--- src/rtl/rvfi_eot_monitor.sv ---
// End-of-test / health monitor for a multi-port RVFI commit stream (tohost, timeout, no-commit hang).
// Latency: a condition sampled at edge N updates state/end_of_test_o/done_o at that edge, visible in cycle N+1.
// Backpressure: none; a passive observer that never stalls the commit stream.
// Optional feature: define RVFI_EOT_TRAP_COUNT_EN to add trap_count_o and the MaxTraps failure limit.
// NrCommitPorts/PLEN/XLEN mirror the corresponding CVA6 configuration fields.

package rvfi_eot_pkg;
  localparam int unsigned NrCommitPortsDef = 2;
  localparam int unsigned PlenDef          = 56;
  localparam int unsigned XlenDef          = 64;

  typedef struct packed {
    logic                   valid;
    logic                   trap;
    logic [PlenDef-1:0]     mem_paddr;
    logic [XlenDef/8-1:0]   mem_wmask;
    logic [XlenDef-1:0]     mem_wdata;
  } rvfi_instr_t;
endpackage

module rvfi_eot_monitor #(
  parameter int unsigned     NrCommitPorts  = rvfi_eot_pkg::NrCommitPortsDef,
  parameter int unsigned     PLEN           = rvfi_eot_pkg::PlenDef,
  parameter int unsigned     XLEN           = rvfi_eot_pkg::XlenDef,
  parameter type             rvfi_instr_t   = rvfi_eot_pkg::rvfi_instr_t,
  parameter int unsigned     CntWidth       = 64,
  parameter longint unsigned TimeoutCycles  = 200000000,
  parameter int unsigned     WatchdogCycles = 100000
`ifdef RVFI_EOT_TRAP_COUNT_EN
  ,
  parameter int unsigned     MaxTraps       = 0
`endif
) (
  input  logic                                clk_i,
  input  logic                                rst_ni,
  input  logic                                enable_i,
  input  logic [PLEN-1:0]                     tohost_addr_i,
  input  rvfi_instr_t [NrCommitPorts-1:0]     rvfi_i,
  output logic [31:0]                         end_of_test_o,
  output logic                                done_o,
  output logic [2:0]                          state_o,
  output logic [CntWidth-1:0]                 cycles_o,
  output logic [CntWidth-1:0]                 instret_o
`ifdef RVFI_EOT_TRAP_COUNT_EN
  ,
  output logic [31:0]                         trap_count_o
`endif
);

  typedef enum logic [2:0] {
    S_IDLE    = 3'd0,
    S_RUN     = 3'd1,
    S_PASS    = 3'd2,
    S_FAIL    = 3'd3,
    S_TIMEOUT = 3'd4,
    S_HANG    = 3'd5
  } state_e;

  localparam logic [31:0] EotTimeout = 32'hffff_ffff;
  localparam logic [31:0] EotHang    = 32'hffff_fffd;

  state_e                                r_state;
  state_e                                w_state_nxt;
  logic [31:0]                           r_eot;
  logic [31:0]                           w_eot_nxt;
  logic                                  r_done;
  logic [CntWidth-1:0]                   r_cycles;
  logic [CntWidth-1:0]                   r_instret;
  logic [31:0]                           r_wdog;

  logic [NrCommitPorts-1:0][PLEN-1:0]    w_paddr;
  logic [NrCommitPorts-1:0][XLEN-1:0]    w_wdata;
  logic [NrCommitPorts-1:0]              w_valid;
  logic [CntWidth-1:0]                   w_commits;
  logic                                  w_any_commit;
  logic                                  w_hit;
  logic [31:0]                           w_payload;
  logic [CntWidth-1:0]                   w_cycles_nxt;
  logic [31:0]                           w_wdog_nxt;
  logic                                  w_timeout;
  logic                                  w_hang;
  logic                                  w_run_active;
  logic                                  w_enter_term;
  logic                                  w_unused;

`ifdef RVFI_EOT_TRAP_COUNT_EN
  logic [31:0]                           r_trap_cnt;
  logic [31:0]                           w_trap_cnt_nxt;
  logic                                  w_trap_lim;
`endif

  // Only the low payload word and select fields are consumed; keep the rest visibly sunk.
  assign w_unused = ^{rvfi_i, w_wdata};

  // Normalise per-port fields to the configured address/data widths.
  always_comb begin
    w_paddr = '0;
    w_wdata = '0;
    w_valid = '0;
    for (int i = 0; i < int'(NrCommitPorts); i++) begin
      w_paddr[i] = PLEN'(rvfi_i[i].mem_paddr);
      w_wdata[i] = XLEN'(rvfi_i[i].mem_wdata);
      w_valid[i] = rvfi_i[i].valid;
    end
  end

  // Count retired instructions this cycle (trap-only entries have valid=0 and do not count).
  always_comb begin
    w_commits = '0;
    for (int i = 0; i < int'(NrCommitPorts); i++) begin
      w_commits = w_commits + CntWidth'(w_valid[i]);
    end
    w_any_commit = |w_valid;
  end

  // Tohost detection; scanning downward lets the lowest-index hit overwrite the others.
  always_comb begin
    w_hit     = 1'b0;
    w_payload = '0;
    for (int i = int'(NrCommitPorts) - 1; i >= 0; i--) begin
      if (w_valid[i] && (rvfi_i[i].mem_wmask != '0) && (w_paddr[i] == tohost_addr_i) &&
          (tohost_addr_i != '0) && w_wdata[i][0]) begin
        w_hit     = 1'b1;
        w_payload = w_wdata[i][31:0];
      end
    end
  end

  // Next counter values plus timeout/hang conditions evaluated on pre-increment state.
  always_comb begin
    w_cycles_nxt = (&r_cycles) ? r_cycles : r_cycles + CntWidth'(1);
    if (w_any_commit) begin
      w_wdog_nxt = '0;
    end else begin
      w_wdog_nxt = (&r_wdog) ? r_wdog : r_wdog + 32'd1;
    end
    w_timeout = (TimeoutCycles != 0) && (r_cycles >= CntWidth'(TimeoutCycles - 1));
    w_hang    = (WatchdogCycles != 0) && (w_wdog_nxt == WatchdogCycles);
  end

`ifdef RVFI_EOT_TRAP_COUNT_EN
  // Saturating trap total including this cycle's traps, and the limit check against it.
  always_comb begin
    logic [32:0] v_sum;
    v_sum = {1'b0, r_trap_cnt};
    for (int i = 0; i < int'(NrCommitPorts); i++) begin
      v_sum = v_sum + 33'(rvfi_i[i].trap);
    end
    w_trap_cnt_nxt = v_sum[32] ? 32'hffff_ffff : v_sum[31:0];
    w_trap_lim     = (MaxTraps != 0) && (w_trap_cnt_nxt >= MaxTraps);
  end
`endif

  // State register.
  always_ff @(posedge clk_i or negedge rst_ni) begin
    if (!rst_ni) begin
      r_state <= S_IDLE;
    end else begin
      r_state <= w_state_nxt;
    end
  end

  // Next-state and result-code selection; tohost beats timeout beats hang.
  always_comb begin
    w_state_nxt = r_state;
    w_eot_nxt   = r_eot;
    case (r_state)
      S_IDLE: begin
        if (enable_i) w_state_nxt = S_RUN;
      end
      S_RUN: begin
        if (enable_i) begin
          if (w_hit) begin
            if (w_payload == 32'd1) begin
              w_state_nxt = S_PASS;
              w_eot_nxt   = 32'd1;
            end else begin
              w_state_nxt = S_FAIL;
              w_eot_nxt   = w_payload;
            end
          end else if (w_timeout) begin
            w_state_nxt = S_TIMEOUT;
            w_eot_nxt   = EotTimeout;
          end else if (w_hang) begin
            w_state_nxt = S_HANG;
            w_eot_nxt   = EotHang;
          end
`ifdef RVFI_EOT_TRAP_COUNT_EN
          else if (w_trap_lim) begin
            w_state_nxt = S_FAIL;
            w_eot_nxt   = 32'hffff_fffb;
          end
`endif
        end
      end
      default: begin
        w_state_nxt = r_state;
      end
    endcase
  end

  // Output decode: counting window and terminal-entry detection.
  always_comb begin
    w_run_active = (r_state == S_RUN) && enable_i;
    w_enter_term = w_run_active && (w_state_nxt != S_RUN);
  end

  // Counters, sticky result word and the one-cycle done strobe.
  always_ff @(posedge clk_i or negedge rst_ni) begin
    if (!rst_ni) begin
      r_eot     <= '0;
      r_done    <= 1'b0;
      r_cycles  <= '0;
      r_instret <= '0;
      r_wdog    <= '0;
    end else begin
      r_done <= w_enter_term;
      r_eot  <= w_eot_nxt;
      if (w_run_active) begin
        r_cycles  <= w_cycles_nxt;
        r_instret <= r_instret + w_commits;
        r_wdog    <= w_wdog_nxt;
      end
    end
  end

`ifdef RVFI_EOT_TRAP_COUNT_EN
  // Trap counter advances only while running.
  always_ff @(posedge clk_i or negedge rst_ni) begin
    if (!rst_ni) begin
      r_trap_cnt <= '0;
    end else if (w_run_active) begin
      r_trap_cnt <= w_trap_cnt_nxt;
    end
  end

  assign trap_count_o = r_trap_cnt;
`endif

  assign state_o       = r_state;
  assign end_of_test_o = r_eot;
  assign done_o        = r_done;
  assign cycles_o      = r_cycles;
  assign instret_o     = r_instret;

endmodule

--- config.mk ---
export PLATFORM = sky130hd
export DESIGN_NAME = rvfi_eot_monitor
export DESIGN_NICKNAME = d
export VERILOG_FILES = /design/src/rtl/rvfi_eot_monitor.sv
export SDC_FILE = /design/constraint.sdc
export NUM_CORES = 1
export LEC_CHECK = 0
export BUFFER_PORTS_ARGS = -buffer_cell sky130_fd_sc_hd__buf_2
export CAP_MARGIN = 20
export CORE_ASPECT_RATIO = 0.75
export CORE_MARGIN = 2
export CORE_UTILIZATION = 35
export DETAILED_ROUTE_END_ITERATION = 7
export PLACE_DENSITY = 0.64
export SLEW_MARGIN = 20
export SYNTH_ARGS = -nofsm -noshare
export SYNTH_HDL_FRONTEND = slang
export SYNTH_SLANG_ARGS = --single-unit
--- constraint.sdc ---
create_clock -name clk_i -period 6.36 [get_ports clk_i]
set_input_delay 1.272 -clock clk_i [delete_from_list [all_inputs] [get_ports clk_i]]
set_output_delay 1.272 -clock clk_i [all_outputs]
set_load 0.1 [all_outputs]
==> summary.txt <==
STA
  – Final setup violation count: 0
  – Layout Skew: 0.00958 ns
  – Max-slew headroom: 0.262
  – Final Hold Vio Count: 0
  – Final period util: 0.689
  – TNS Setup: 0 ns
  – Max-slew violations: 0
  – RSZ-0062 raised after global routing: false
  – Worst Tran Pin Value: 1.10 ns
  – Min cycle time layout: 4.38 ns
  – Worst Hold Slack: 0.479 ns
  – Max Clock Freq: 0.228 GHz

Worst setup path
  – Worst Setup Path Type: in2reg
  – Crit path arrival time: 4.76 ns
  – Flop-to-flop setup slack: 2.25 ns
  – CP endpoint kind: flip-flop
  – CP max stage delay: 0.93 ns
  – Slowest CP cell: nor4_1
  – Worst path cell trace: buf_2, xor2_1, nor4_1, nand4_1, or4_2, and2_1, a31oi_4, buf_4, a2bb2oi_2
  – Worst R2R Path Depth: 11
  – Worst Path Required: 6.74 ns
  – Reg-to-reg endpoint: end_of_test_o[2]
  – Worst setup SP type: primary input
  – Crit Path Max Fanout: 12
  – R2R Path Start: r_wdog[0]

Pwr
  – P per Cell Area: 177 nW/µm²
  – Leak: 0.00726 µW
  – Maximum vdd drop: 0.160 mV

Global route
  – Congestion Overflow GR: 0
  – Vias in the first global route: 11000
  – Global-route wire length before repair: 67400 µm
  – GRT Overall Usage: 0.254
  – Initial antenna violation count: 15
  – Largest net degree at the start of global routing: 105

Clocking
  – Worst-Skew Late Latency: 0.45 ns
  – Num CTS Buffers: 17
  – Resized cells post-CTS: 0
  – Root Driver: clkbuf_16
  – H-Tree Level Count: 4
  – Setup bufs post-CTS: 0
  – Clk sinks: 196
  – Clock slew at reported path FFs: 0.08 ns
  – Hold-fix buffers, CTS: 0
  – Clk buf depth: 2
  – CTS tree: built

Cells and area
  – Area delta synth->final: 26.5%
  – # fillers: 3359
  – Design Area, Final: 15000 µm²
  – Post-Layout Cell Count: 2132
  – Layout Nets: 1987
  – Finished Core Util: 0.448
  – Fraction of layout cells with a size suffix above 1: 0.305

Synth
  – Cells after Synth: 1276
  – Commonest cells post-synth: 196 x dfrtp_1, 122 x xnor2_1, 115 x nand2_1
  – Synth area leader: dfrtp_1
  – Yosys top cell area share: 0.414
  – Number of flops mapped to enable cells by yosys: 0
  – Most common cell in the synthesized netlist: dfrtp_1
  – Synthesized cell area: 11800 µm²
  – Register area share after synthesis: 0.414
  – FFs w/ async S/R, synth: 1.00
  – Yosys reg bits: 196
  – Ranking of synthesized cells by area: dfrtp_1 41%, xnor2_1 9.0%, xor2_1 7.5%, a2bb2oi_2 3.7%, nand2_1 3.6%
  – Syn nets: 1599
  – Top_reg_cell synth: dfrtp_1
  – Distinct cells, synth: 68
  – Ys Warns: 0
  – Post-Syn Area per Cell: 9.28 µm²

Placed design
  – Post-DP Area: 14300 µm²
  – Gpl congestion: 0.987
  – Placed cells: 2095
  – # port buffers: 416
  – Hpwl dp: 36300 µm

Floorplan
  – Cell row count: 58
  – Die Y-Extent: 163 µm
  – IO Pins: 483
  – Die area: 35300 µm²
  – Die width: 216 µm
  – Initial Util: 0.355
  – Core ar.: 33400 µm²

Route
  – Routed WL per cell: 21.2 µm
  – DRT Pass-1 Iters: 6
  – Total wire length: 45200 µm
  – Initial DRC count: 1041
  – Routed via count: 11600
  – Detail-routed via count per cell: 5.46
  – Drt drc: 0
  – Post-route ant nets: 0

Run
  – Max_cap viols: 0

Hold path
  – Number of stages on the worst hold path: 1
  – Hold_sp: end_of_test_o[0]
  – Hold Path Class: reg2reg
  – Hold-critical path endpoint: end_of_test_o[0]

Outcome
  – Status: completed
-- area by class of cell --
type	count	area, µm²	share of cell area
Inverter	38	143	0.00953
Clock buffer	18	439	0.0293
Tap cell	450	563	0.0376
Timing Repair Buffer	426	2180	0.146
Clock inverter	14	180	0.0120
Antenna cell	5	12.5	0.000836
Sequential cell	196	4900	0.328
Multi-Input combinational cell	985	6550	0.437
-- critical path: cells and delay by family --
kind            cells  cell delay [ns]
xor+xnor            1             0.17
simple gates        4             2.15
compound gates      2             0.66
buf+inv             2             0.49
-- kinds of logic (layout without fill, tap and decap cells) --
kind of cell | count (synthesis) | count (layout) | synth area share
AO/OA/AOI/OAI | 200 | 200 | 0.127
multiplexers | 8 | 8 | 0.00729
adder cells (fa/ha/maj) | 4 | 4 | 0.00486
XOR/XNOR | 224 | 224 | 0.166
other | 0 | 5 | 0
AND/OR/NAND/NOR | 549 | 549 | 0.246
flip-flops | 196 | 196 | 0.414
buffers and inverters | 95 | 496 | 0.0345
-- stage by stage --
step / power [µW] / worst slack [ns]
2_1_floorplan: 1340 / 2.77
3_3_place_gp: 1520 / 1.55
3_5_place_dp: 1520 / 1.60
4_1_cts: 2680 / 2.06
5_1_grt: 2760 / 1.83
6_report: 2650 / 1.98
-- metal layers --
metal  vias to the layer above  track usage  wire length, µm
met5                         -            0               56
met1                      5689        0.376            21600
met4                         8       0.0607              716
met2                       510        0.348            18300
li1                       5382            -                -
met3                        51       0.0899             4470
-- state kept, by name (all words and copies together), names as in the netlist --
register       cells
instret_o         64
end_of_test_o     32
cycles_o          64
r_wdog            32
done_o             1
state_o            3
-- how the worst max path moves through the flow --
stage                 startpoint               end  slack [ns]  depth (start not counted)
2_1_floorplan        rvfi_i[129]     instret_o[50]        2.77                         13
3_3_place_gp   tohost_addr_i[42]  end_of_test_o[5]        1.55                          9
3_5_place_dp   tohost_addr_i[42]  end_of_test_o[6]        1.60                          9
4_1_cts        tohost_addr_i[42]  end_of_test_o[2]        2.06                          9
5_1_grt        tohost_addr_i[24]  end_of_test_o[2]        1.83                         10
6_report       tohost_addr_i[42]  end_of_test_o[2]        1.98                          9
-- placed cells by master, fill, tap and decap left out, types with 4 or more instances in the layout --
cell	synthesis	final
mux2_2	4	4
and3_1	27	27
a31oi_1	10	10
or4_1	7	6
inv_8	0	4
a21oi_1	46	46
nor2_1	100	99
o22ai_1	7	7
nand3_1	74	74
buf_4	3	9
clkbuf_16	0	17
o21ai_0	57	56
xnor2_1	122	122
nor3_1	39	39
o31ai_1	7	7
inv_6	0	5
a2bb2oi_2	29	29
or3_1	4	4
buf_2	13	415
diode_2	0	5
xor2_1	102	102
and4_1	17	17
nand2b_1	6	6
nand2_1	115	115
and2_1	9	9
nor4_1	65	65
inv_1	37	37
o22a_1	7	7
dfrtp_1	196	196
nand4_1	59	59
-- report_power, final --
part | switching [µW] | leakage [µW] | internal [µW] | total [µW]
combinational | 153 | 0.00429 | 103 | 257
clock | 541 | 0.000299 | 611 | 1150
sequential | 0.519 | 0.00267 | 1250 | 1250
Power figures use the tool's default switching activity.
